**src/rtl/data_sync_launch_pkg.sv**
```systemverilog
// Shared definitions for the launcher and the destination-side bus synchronizer.
package data_sync_launch_pkg;

   typedef enum logic [1:0] {
      StIdle    = 2'd0,
      StReq     = 2'd1,
      StRelease = 2'd2
   } sync_state_e;

   localparam int unsigned NumStagesMin = 2;
   localparam int unsigned NumStagesMax = 4;

endpackage

```
**src/rtl/data_sync_launch_ack_sync_ff.sv**
```systemverilog
// NUM_STAGES flop synchronizer, async active-low reset to 0.
// Also used on the destination side for bus_enable.
module ack_sync_ff
   import data_sync_launch_pkg::*;
#(
   parameter int unsigned NUM_STAGES = 2
) (
   input  logic clk,
   input  logic rst_n,
   input  logic d,
   output logic q
);

   if (NUM_STAGES < NumStagesMin || NUM_STAGES > NumStagesMax) begin : g_bad_stages
      $error("ack_sync_ff: NUM_STAGES out of range");
   end

   logic [NUM_STAGES-1:0] sync_q;

   always_ff @(posedge clk or negedge rst_n) begin
      if (!rst_n) begin
         sync_q <= '0;
      end else begin
         sync_q <= {sync_q[NUM_STAGES-2:0], d};
      end
   end

   assign q = sync_q[NUM_STAGES-1];

endmodule

```
**src/rtl/data_sync_launch.sv**
```systemverilog
// Source-domain launcher: holds a word on unsync_bus and runs a 4-phase
// level req/ack handshake with the destination-side synchronizer.
module data_sync_launch
   import data_sync_launch_pkg::*;
#(
   parameter int unsigned BUS_WIDTH  = 8,
   parameter int unsigned NUM_STAGES = 2
) (
   input  logic                 CLK,
   input  logic                 RST,
   input  logic [BUS_WIDTH-1:0] in_data,
   input  logic                 in_valid,
   output logic                 in_ready,
   input  logic                 ack_async,
   output logic [BUS_WIDTH-1:0] unsync_bus,
   output logic                 bus_enable,
   output logic                 busy
);

   sync_state_e          state_q, state_d;
   logic [BUS_WIDTH-1:0] data_q, data_d;
   logic                 enable_q, enable_d;
   logic                 ack_sync;

   ack_sync_ff #(
      .NUM_STAGES(NUM_STAGES)
   ) u_ack_sync (
      .clk  (CLK),
      .rst_n(RST),
      .d    (ack_async),
      .q    (ack_sync)
   );

   always_ff @(posedge CLK or negedge RST) begin
      if (!RST) begin
         state_q  <= StIdle;
         data_q   <= '0;
         enable_q <= 1'b0;
      end else begin
         state_q  <= state_d;
         data_q   <= data_d;
         enable_q <= enable_d;
      end
   end

   // in_ready/busy depend on state only; the bus register loads only on an IDLE accept.
   always_comb begin
      state_d  = state_q;
      data_d   = data_q;
      enable_d = enable_q;
      in_ready = 1'b0;
      busy     = 1'b1;
      unique case (state_q)
         StIdle: begin
            in_ready = 1'b1;
            busy     = 1'b0;
            if (in_valid) begin
               data_d   = in_data;
               enable_d = 1'b1;
               state_d  = StReq;
            end
         end
         StReq: begin
            if (ack_sync) begin
               enable_d = 1'b0;
               state_d  = StRelease;
            end
         end
         StRelease: begin
            if (!ack_sync) begin
               state_d = StIdle;
            end
         end
         default: begin
            enable_d = 1'b0;
            state_d  = StIdle;
         end
      endcase
   end

   assign unsync_bus = data_q;
   assign bus_enable = enable_q;

endmodule

```
**config.mk**
```make
export PLATFORM = sky130hd
export DESIGN_NAME = data_sync_launch
export DESIGN_NICKNAME = d
export VERILOG_FILES = /design/src/rtl/data_sync_launch_pkg.sv /design/src/rtl/data_sync_launch_ack_sync_ff.sv /design/src/rtl/data_sync_launch.sv
export SDC_FILE = /design/constraint.sdc
export NUM_CORES = 1
export LEC_CHECK = 0
export ABC_AREA = 1
export CORE_MARGIN = 10
export CORE_UTILIZATION = 30
export DETAILED_ROUTE_END_ITERATION = 12
export PLACE_DENSITY = 0.63
export SLEW_MARGIN = 20
export SYNTH_ARGS = -nofsm -noshare
export SYNTH_HDL_FRONTEND = slang
export SYNTH_SLANG_ARGS = --single-unit
```
**constraint.sdc**
```tcl
create_clock -name CLK -period 2 [get_ports CLK]
set_clock_uncertainty 0.15 [all_clocks]
set_input_delay 0.4 -clock CLK [delete_from_list [all_inputs] [get_ports CLK]]
set_output_delay 0.4 -clock CLK [all_outputs]
set_load 0.05 [all_outputs]
```
==> impl_metrics.xml <==
<?xml version="1.0" encoding="UTF-8"?>
<metrics>
  <group name="die">
    <metric name="core-area" unit="µm²">1580</metric>
    <metric name="starting_utilization_of_the_core_area" unit="%">32.9</metric>
    <metric name="rows" unit="">14</metric>
    <metric name="chipHeight" unit="µm">61.6</metric>
    <metric name="area_enclosed_by_the_die_boundary" unit="µm²">3790</metric>
    <metric name="num_io_pins" unit="">23</metric>
    <metric name="die_w" unit="µm">61.6</metric>
  </group>
  <group name="critical_path">
    <metric name="worst_ep_required_time" unit="ns">1.45</metric>
    <metric name="timing.critical_path.to_type" unit="">output pin</metric>
    <metric name="timing.critical_path.slowest_stage_cell" unit="">sky130_fd_sc_hd__dfrtp_1</metric>
    <metric name="timing_worst_setup_path_type" unit="">flip-flop to output pin</metric>
    <metric name="worst_setup_sp_type" unit="">flip-flop</metric>
    <metric name="critical_path.cell_chain" unit="">nor2_4, inv_1, buf_4</metric>
    <metric name="critical_path_peak_fanout" unit="">11</metric>
    <metric name="timing.critical_path.slowest_cell_delay" unit="ns">0.44</metric>
    <metric name="cpLargestDelayFamily" unit="">flip-flops</metric>
    <metric name="critPathArrivalTime" unit="ns">1.28</metric>
    <metric name="critical_path_buf_inv_count" unit="">2</metric>
  </group>
  <group name="timing">
    <metric name="worst_pin_slew" unit="ns">0.574</metric>
    <metric name="period_needed" unit="ns">1.83</metric>
    <metric name="slew-limit-headroom" unit="%">61.6</metric>
    <metric name="finalHoldViolCount" unit="">0</metric>
    <metric name="finalWorstSetupSlack" unit="ns">0.166</metric>
    <metric name="report.final.setup_viol" unit="">0</metric>
    <metric name="pins_over_slew_limit" unit="">0</metric>
    <metric name="achievable-frequency" unit="GHz">0.545</metric>
    <metric name="final.period_utilization" unit="%">91.7</metric>
    <metric name="timing.setup.tns" unit="ns">0</metric>
    <metric name="grt_setup_unrepaired" unit="">false</metric>
    <metric name="fin_hold_ws" unit="ns">0.206</metric>
  </group>
  <group name="layout">
    <metric name="final_net_count" unit="">89</metric>
    <metric name="most-common-layout-cells" unit="">sky130_fd_sc_hd__nand2_1, sky130_fd_sc_hd__dfrtp_1, sky130_fd_sc_hd__clkdlybuf4s50_1</metric>
    <metric name="area_delta_synth_final" unit="%">44.4</metric>
    <metric name="fraction_of_final_layout_cells_sized_beyond_drive_strength_1" unit="%">22.4</metric>
    <metric name="insertedDiodeCount" unit="">0</metric>
    <metric name="final_common_cell" unit="">sky130_fd_sc_hd__nand2_1</metric>
  </group>
  <group name="logic_synthesis">
    <metric name="ys_warn_count" unit="">0</metric>
    <metric name="avgSynthCellArea" unit="µm²">9.96</metric>
    <metric name="syn-num-nets" unit="">64</metric>
    <metric name="post_synthesis_cell_count" unit="">52</metric>
    <metric name="seq_cells_post_synth" unit="">13</metric>
    <metric name="synth_cell_type_count" unit="">11</metric>
    <metric name="synth.cell_area" unit="µm²">518</metric>
    <metric name="synth.yosys.seq_area_share" unit="%">62.8</metric>
  </group>
  <group name="clock_tree">
    <metric name="postCtsHoldBufs" unit="">0</metric>
    <metric name="postCtsSetupRepairBufs" unit="">0</metric>
    <metric name="clock_insertion_delay_worst_skew" unit="ns">0.27</metric>
    <metric name="cts_tree" unit="">yes</metric>
    <metric name="cts.clk_slew.worst_paths" unit="ns">0.08</metric>
    <metric name="clock_sink_count" unit="">13</metric>
    <metric name="cts_buf_count" unit="">3</metric>
    <metric name="cts.path.max_buffers" unit="">2</metric>
    <metric name="post_cts_sizing_count" unit="">0</metric>
    <metric name="cts_max_level" unit="">1</metric>
    <metric name="cts_root_buffer" unit="">sky130_fd_sc_hd__clkbuf_4</metric>
  </group>
  <group name="run_status">
    <metric name="outcome" unit="">finished clean</metric>
  </group>
  <group name="detailed_routing">
    <metric name="wl_per_cell" unit="µm">12.7</metric>
    <metric name="wirelength" unit="µm">1170</metric>
    <metric name="drt-initial-drc-count" unit="">7</metric>
    <metric name="vias" unit="">407</metric>
    <metric name="detail_route.drc_violations" unit="">0</metric>
    <metric name="drtPass1Iterations" unit="">4</metric>
    <metric name="detail_route.vias_per_cell" unit="">4.42</metric>
    <metric name="postRouteAntennaNets" unit="">0</metric>
  </group>
  <group name="placement">
    <metric name="number_of_port_buffers" unit="">22</metric>
    <metric name="dp_hpwl" unit="µm">945</metric>
    <metric name="place_ws" unit="ns">0.365</metric>
    <metric name="place_congestion" unit="">0.736</metric>
  </group>
  <group name="flow_run">
    <metric name="reported_max_cap_violation_count" unit="">0</metric>
  </group>
  <group name="global_route">
    <metric name="grt_max_degree" unit="">14</metric>
    <metric name="gr-total-overflow" unit="">0</metric>
    <metric name="grt_first_pass_wirelength" unit="µm">2010</metric>
    <metric name="grt_antenna_before_repair" unit="">0</metric>
    <metric name="grt_use_total" unit="%">7.04</metric>
    <metric name="first_global_vias" unit="">457</metric>
  </group>
  <group name="pwr">
    <metric name="power_density" unit="nW/µm²">1970</metric>
    <metric name="worst_ir_drop_vdd" unit="V">0.000680</metric>
    <metric name="p_leak" unit="nW">0.387</metric>
  </group>
  <group name="hold_path">
    <metric name="holdCritPathClass" unit="">flip-flop to flip-flop</metric>
  </group>
</metrics>
==> through the flow <==
stage | instance area, µm² | util [%] | power (mW) | instances
2_1_floorplan | 518 | - | 1.05 | 52
3_3_place_gp | 721 | 45.7 | 1.33 | 88
3_5_place_dp | 721 | 45.7 | 1.33 | 88
4_1_cts | 748 | 47.5 | 1.50 | 92
5_1_grt | 748 | 47.5 | 1.57 | 92
6_report | 748 | 47.5 | 1.47 | 92
==> cell type report <==
| class | instances | area (µm²) |
|---|---|---|
| well taps | 16 | 20.0 |
| clock inverters | 1 | 5.00 |
| multi-input cells | 33 | 155 |
| inverters | 4 | 15.0 |
| clock buffers | 3 | 22.5 |
| fillers | 163 | 828 |
| flip-flops and latches | 13 | 325 |
| repair buffers | 22 | 205 |
==> logic make-up after synthesis <==
group                  after synthesis  synth area share [%]
buffers and inverters                6                  7.25
DFF                                 13                  62.8
AOI/OAI and AO/OA                    3                  3.38
and+or+nand+nor                     30                  26.6
==> worst paths after layout <==
| path | start | end | depth (start not counted) | slack (ns) |
|---|---|---|---|---|
| min in group asynchronous | RST | bus_enable$_DFFE_PN0P_ | 1 | 0.34 |
| worst min register to register | u_ack_sync.sync_q[0]$_DFF_PN0_ | u_ack_sync.sync_q[1]$_DFF_PN0_ | 0 | 0.21 |
| worst min-delay path | u_ack_sync.sync_q[0]$_DFF_PN0_ | u_ack_sync.sync_q[1]$_DFF_PN0_ | 0 | 0.21 |
| worst max register to register | state_q[1]$_DFFE_PN0P_ | unsync_bus[7]$_DFFE_PN0P_ | 4 | 0.72 |
| worst max-delay path | state_q[1]$_DFFE_PN0P_ | busy | 3 | 0.17 |
| max in group asynchronous | RST | unsync_bus[5]$_DFFE_PN0P_ | 1 | 0.98 |
==> per-layer routing <==
metal | wire [µm] | part of all wire (%) | global-route usage [%]
met5 | 0 | 0 | 0
met4 | 27 | 2.3 | 4.78
met3 | 90 | 7.7 | 3.09
met2 | 533 | 46 | 10.5
met1 | 514 | 44 | 7.92
==> synth_stat cells, drive strengths merged <==
library cell  instances  share of area, %
nand2                19                15
dfrtp                13                63
nand3                 8               7.7
inv                   4               2.9
nor2                  3               3.6
buf                   2               4.3
a21boi                1               1.4
a21oi                 1              0.97
o21ai                 1              0.97
==> flip-flops by register name, indices dropped and copies added (netlist names) <==
name	count
u_ack_sync.sync_q	2
state_q	2
bus_enable	1
unsync_bus	8
==> power breakdown <==
part	leakage (nW)	total [mW]	switching (mW)	internal [mW]
combinational	0.210	0.875	0.608	0.267
clock	0.0177	0.157	0.0834	0.0739
sequential	0.159	0.441	0.0711	0.370
total	0.387	1.47	0.762	0.711
Note: power is estimated with default switching activity, not from simulation.
==> patch 1, RTL diff (same settings) <==
Reset style: synchronous (`RST` and `rst_n`), changed in 2 clocked blocks. Comments in the files are not updated.
--- a/src/rtl/data_sync_launch_ack_sync_ff.sv
+++ b/src/rtl/data_sync_launch_ack_sync_ff.sv
@@ -18,5 +18,5 @@
    logic [NUM_STAGES-1:0] sync_q;
 
-   always_ff @(posedge clk or negedge rst_n) begin
+   always_ff @(posedge clk) begin
       if (!rst_n) begin
          sync_q <= '0;
--- a/src/rtl/data_sync_launch.sv
+++ b/src/rtl/data_sync_launch.sv
@@ -32,5 +32,5 @@
    );
 
-   always_ff @(posedge CLK or negedge RST) begin
+   always_ff @(posedge CLK) begin
       if (!RST) begin
          state_q  <= StIdle;
Function: differs if RST is asserted again (counterexample within 4 cycles, from zero or initial values and one cycle with RST low); with RST held inactive, the same outputs for 10 cycles.
==> patch 1 against the unedited design <==
Register-to-register slack got worse by 90 ps. Worst setup slack better by 66 ps. Area after synthesis grew 5.1%. Wire length rose by 11%. Sequential cell count unchanged. Utilization shrank 1.4 points. Non-clock buffer count increased by 2. Cell area rose by 6.2%. Largest cell class unchanged.
Power is not compared: it rests on default switching activity, and its combinational part moved more than twofold at a synthesized area within 25%.
==> patch 1: results (changes against the unedited design) <==
.. list-table::
   :header-rows: 1

   * - Metric
     - Value
   * - Outcome
     - complete, no violations
   * - Synthesized net count
     - 87 (+36%)
   * - Min-Delay Endpoint
     - u_ack_sync.sync_q[1]$_SDFF_PN0_
   * - Internal reg-to-reg setup slack
     - 630 ps (-90 ps)
   * - Distinct cell type count of the synthesized netlist
     - 12 (+1)
   * - Dpl hpwl
     - 934 um (-1.1%)
   * - Number of cells on the worst hold path
     - 2 (+2)
   * - Inserted Clock Buffers
     - 3 (unchanged)
   * - Number of port buffers
     - 22 (unchanged)
   * - Final layout net count
     - 112 (+26%)
   * - Clock root buffer
     - sky130_fd_sc_hd__clkbuf_4
   * - Transition time of the tightest slew-check pin
     - 448 ps (-126 ps)
   * - Number of synthesis warnings
     - 0 (unchanged)
   * - Max reg flops
     - 8 (unchanged)
   * - Cell Count Post-Placement
     - 120 (+36%)
   * - Share of final-layout standard cells stronger than drive strength 1
     - 0.182 (-0.0419)
   * - Total GRT Usage
     - 0.0718 (+0.00135)
   * - Total number of H-tree levels
     - 1 (unchanged)
   * - CP max-delay cell
     - sky130_fd_sc_hd__dfxtp_1
   * - Number of violations reported at the end of detailed-routing iteration 0
     - 12 (+5)
   * - Initial antenna violation count
     - 0 (unchanged)
   * - Maximum number of buffers from clock root to sink
     - 2 (unchanged)
   * - Share of async-settable or async-resettable flops after synthesis
     - 0 (-1.00)
   * - Final WL
     - 1300 um (+11%)
   * - RePlAce Congestion
     - 0.649 (-12%)
   * - Post-synth top flop
     - sky130_fd_sc_hd__dfxtp_1
   * - Largest vdd supply drop
     - 0.424 mV
   * - Top cells by area, synth
     - sky130_fd_sc_hd__dfxtp_1, sky130_fd_sc_hd__nand2_1, sky130_fd_sc_hd__inv_1
   * - Syn Inst Count
     - 75 (+44%)
   * - Sequential share of the synthesized area
     - 0.478 (-0.150)
   * - Peak per-stage delay on the critical path
     - 360 ps (-80 ps)
   * - Final-layout fill cell count
     - 196 (+20%)
   * - Via count of the first global-routing pass
     - 549 (+20%)
   * - Top cells by instance count after synthesis
     - sky130_fd_sc_hd__nand2_1, sky130_fd_sc_hd__dfxtp_1, sky130_fd_sc_hd__inv_1
   * - First-pass GRT wire length
     - 2260 um (+13%)
   * - Pin count of the biggest net entering global routing
     - 18 (+4)
   * - Dpl ws
     - 383 ps (+17.9 ps)
   * - Endpoint arrival time on the critical path
     - 1220 ps (-60 ps)
   * - Vias per cell
     - 4.13 (-6.7%)
   * - Overall via count from detail_route
     - 512 (+26%)
   * - Reg-to-reg endpoint
     - state_q[0]$_SDFFE_PN0P_
   * - Hold wc startpoint
     - u_ack_sync.sync_q[0]$_SDFF_PN0_
   * - Min Clock Period, post-route
     - 1770 ps (-66.0 ps)
   * - Reg-to-reg critical path startpoint
     - state_q[0]$_SDFFE_PN0P_
## patch 1: cell types whose count changed after synthesis, sizes merged, moves of 4 or more
cell | before | now
a21oi | 1 | 9
nand2 | 19 | 15
dfxtp | 0 | 13
inv | 4 | 13
dfrtp | 13 | 0
nor2 | 3 | 10
## patch 1: worst max path at each step
stage | start | endpoint
after global routing | state_q[0]$_SDFFE_PN0P_ | busy
after global placement | RST | bus_enable$_SDFFE_PN0P_
after detailed placement | RST | bus_enable$_SDFFE_PN0P_
after floorplan | state_q[0]$_SDFFE_PN0P_ | busy
after CTS | state_q[0]$_SDFFE_PN0P_ | busy
final | state_q[0]$_SDFFE_PN0P_ | busy
## patch 1: per-stage QoR
step / power, mW / hold slack (ps) / util / instance area [um^2]
2_1_floorplan: 0.421 / 240 / - / 544
3_3_place_gp: 0.487 / 244 / 0.444 / 767
5_1_grt: 0.681 / 317 / 0.460 / 795
3_5_place_dp: 0.488 / 252 / 0.444 / 767
6_report: 0.641 / 276 / 0.460 / 795
4_1_cts: 0.653 / 273 / 0.460 / 795
## patch 1: routing by layer
layer	part of all wire	up-vias	routed length, um	global-route usage
li1	-	279	-	-
met1	0.48	214	622	0.0737
met2	0.45	17	585	0.118
met3	0.046	2	60	0.0323
met4	0.021	0	27	0.0419
met5	0	-	0	0
## patch 1: power groups by stage
stage,clock [mW],combinational [mW],sequential (mW)
floorplan,0,0.0696,0.351
global placement,0,0.191,0.296
detailed placement,0,0.191,0.297
CTS,0.169,0.193,0.291
global route,0.181,0.206,0.294
finish,0.160,0.190,0.291
## patch 1: logic make-up after synthesis
kind of cell / after synthesis / synth area share
AND/OR/NAND/NOR: 35 / 0.283
buffers and inverters: 17 / 0.143
flip-flops: 13 / 0.478
AO/OA/AOI/OAI: 10 / 0.0966
## patch 1: final cells by class
type | count | area share
clock buffer | 3 | 0.0283
clock inverter | 1 | 0.00630
inverter | 13 | 0.0614
multi-input combinational | 45 | 0.260
sequential | 13 | 0.328
tap | 25 | 0.0394
timing repair buffer | 24 | 0.277
## patch 1: worst register-to-register path: stages, from the launching register on
cell	delay (ps)
sky130_fd_sc_hd__dfxtp_1	360
sky130_fd_sc_hd__nor2_4	280
sky130_fd_sc_hd__buf_4	220
sky130_fd_sc_hd__nand2_1	80
sky130_fd_sc_hd__a21boi_0	200
==> patch 2, RTL diff (config.mk and constraints unchanged) <==
Made on the original files. `BUS_WIDTH`: 8 -> 6.
--- a/src/rtl/data_sync_launch.sv
+++ b/src/rtl/data_sync_launch.sv
@@ -4,5 +4,5 @@
    import data_sync_launch_pkg::*;
 #(
-   parameter int unsigned BUS_WIDTH  = 8,
+   parameter int unsigned BUS_WIDTH  = 6,
    parameter int unsigned NUM_STAGES = 2
 ) (
Interface: changed (resized in_data and unsync_bus); port bits go from 23 to 19. The function was not compared with the original's and may differ.
==> patch 2 against the unedited design <==
Combinational power fell by 15%. Register-to-register slack improved by 50 ps. Worst setup slack improved by 49 ps. Die area fell by 12%. Hold slack got worse by 6.5 ps. Clock power fell by 6%. Cell area fell by 15%. Total power fell by 14%. Via count fell by 12%. Sequential share of layout area fell by 0.43 points. Area after synthesis fell by 18%. Wire length fell by 15%. Utilization rose by 1.1 points. Sequential cell count fell by 2.
==> patch 2: results (changes against the unedited design) <==
.. list-table::
   :header-rows: 1

   * - Metric
     - Value
   * - Outcome
     - complete, no violations
   * - Cell Count Post-Placement
     - 75 (-15%)
   * - Endpoint arrival time on the critical path
     - 1240 ps (-40 ps)
   * - Metal3 WL
     - 148 um (+64%)
   * - Sequential share of cell area
     - 0.431 (-0.00425)
   * - M1 WL
     - 434 um (-16%)
   * - Non-clock buffer contribution to total cell area
     - 0.266 (-0.00810)
   * - CP max FO
     - 9 (-2)
   * - Pint
     - 0.622 mW (-13%)
   * - Synthesized area per cell
     - 10.1 um^2 (+1.4%)
   * - Power per cell area
     - 1980 nW/um^2 (+0.77%)
   * - Min Hold Slack
     - 199 ps (-6.46 ps)
   * - Top cells by instance count after synthesis
     - sky130_fd_sc_hd__nand2_1, sky130_fd_sc_hd__dfrtp_1, sky130_fd_sc_hd__nand3_1, sky130_fd_sc_hd__inv_1, sky130_fd_sc_hd__nor2_1
   * - GR Layer Usage met2
     - 0.0798 (-0.0257)
   * - Largest vdd supply drop
     - 0.878 mV (+29%)
   * - Bufs w/o clock
     - 18 (-18%)
   * - Number of standard cells in the final layout excluding fillers
     - 79 (-14%)
   * - GR Layer Usage met1
     - 0.0656 (-0.0136)
   * - Final WL
     - 990 um (-15%)
   * - RePlAce Congestion
     - 0.759 (+3.2%)
   * - Internal reg-to-reg setup slack
     - 770 ps (+50 ps)
   * - Max reg flops
     - 6 (-2)
   * - Top cells by area, synth
     - sky130_fd_sc_hd__dfrtp_1, sky130_fd_sc_hd__nand2_1, sky130_fd_sc_hd__nand3_1
   * - Final-layout fill cell count
     - 125 (-23%)
   * - Placed Instance Area
     - 613 um^2 (-15%)
   * - Dpl hpwl
     - 772 um (-18%)
   * - Dpl ws
     - 433 ps (+68.0 ps)
   * - Synthesized net count
     - 52 (-19%)
   * - Clock buffer count in the final layout
     - 4 (+1)
   * - Relative max-transition margin
     - 0.687 (+0.0706)
   * - Overall via count from detail_route
     - 360 (-12%)
   * - Clock network area share
     - 0.0411 (+0.00431)
   * - Seq_cells
     - 11 (-2)
   * - Share of final-layout standard cells stronger than drive strength 1
     - 0.234 (+0.0107)
   * - Number of violations reported at the end of detailed-routing iteration 0
     - 11 (+4)
   * - Reg-to-reg endpoint
     - unsync_bus[4]$_DFFE_PN0P_
   * - Static leakage power
     - 0.325 nW (-16%)
   * - Detailed route wirelength on metal2
     - 398 um (-25%)
patch 2: changes by cell type after synthesis:
cell,delta
sky130_fd_sc_hd__a21oi_1,-1
sky130_fd_sc_hd__a21oi_2,+1
sky130_fd_sc_hd__dfrtp_1,-2
sky130_fd_sc_hd__nand2_1,-4
sky130_fd_sc_hd__nand3_1,-2
sky130_fd_sc_hd__o21ai_1,-1
sky130_fd_sc_hd__buf_6,-2
sky130_fd_sc_hd__o21ai_0,+1
patch 2: critical path: stages, from the launching register on:
cell	delay, ps
sky130_fd_sc_hd__dfrtp_1	430
sky130_fd_sc_hd__nor2_4	270
sky130_fd_sc_hd__inv_1	70
sky130_fd_sc_hd__buf_4	190
patch 2: worst max path at each step:
stage               slack [ps]                   start                   endpoint  cells after the start
floorplan                  310  state_q[0]$_DFFE_PN0P_                       busy                      2
global placement           460                in_valid  unsync_bus[4]$_DFFE_PN0P_                      4
detailed placement         430                in_valid  unsync_bus[5]$_DFFE_PN0P_                      4
CTS                        190  state_q[1]$_DFFE_PN0P_                       busy                      3
global route               130  state_q[1]$_DFFE_PN0P_                       busy                      3
finish                     210  state_q[1]$_DFFE_PN0P_                       busy                      3
patch 2: logic make-up after synthesis:
group | count (synthesis)
AO/OA/AOI/OAI | 3
buffers and inverters | 4
flip-flops | 11
AND/OR/NAND/NOR | 24
patch 2: power by group through the flow:
| stage | logic (mW) | clock network (mW) | registers (mW) |
|---|---|---|---|
| 2_1_floorplan | 0.252 | 0 | 0.612 |
| 3_3_place_gp | 0.755 | 0 | 0.378 |
| 3_5_place_dp | 0.757 | 0 | 0.376 |
| 4_1_cts | 0.757 | 0.156 | 0.377 |
| 5_1_grt | 0.787 | 0.167 | 0.386 |
| 6_report | 0.745 | 0.148 | 0.376 |
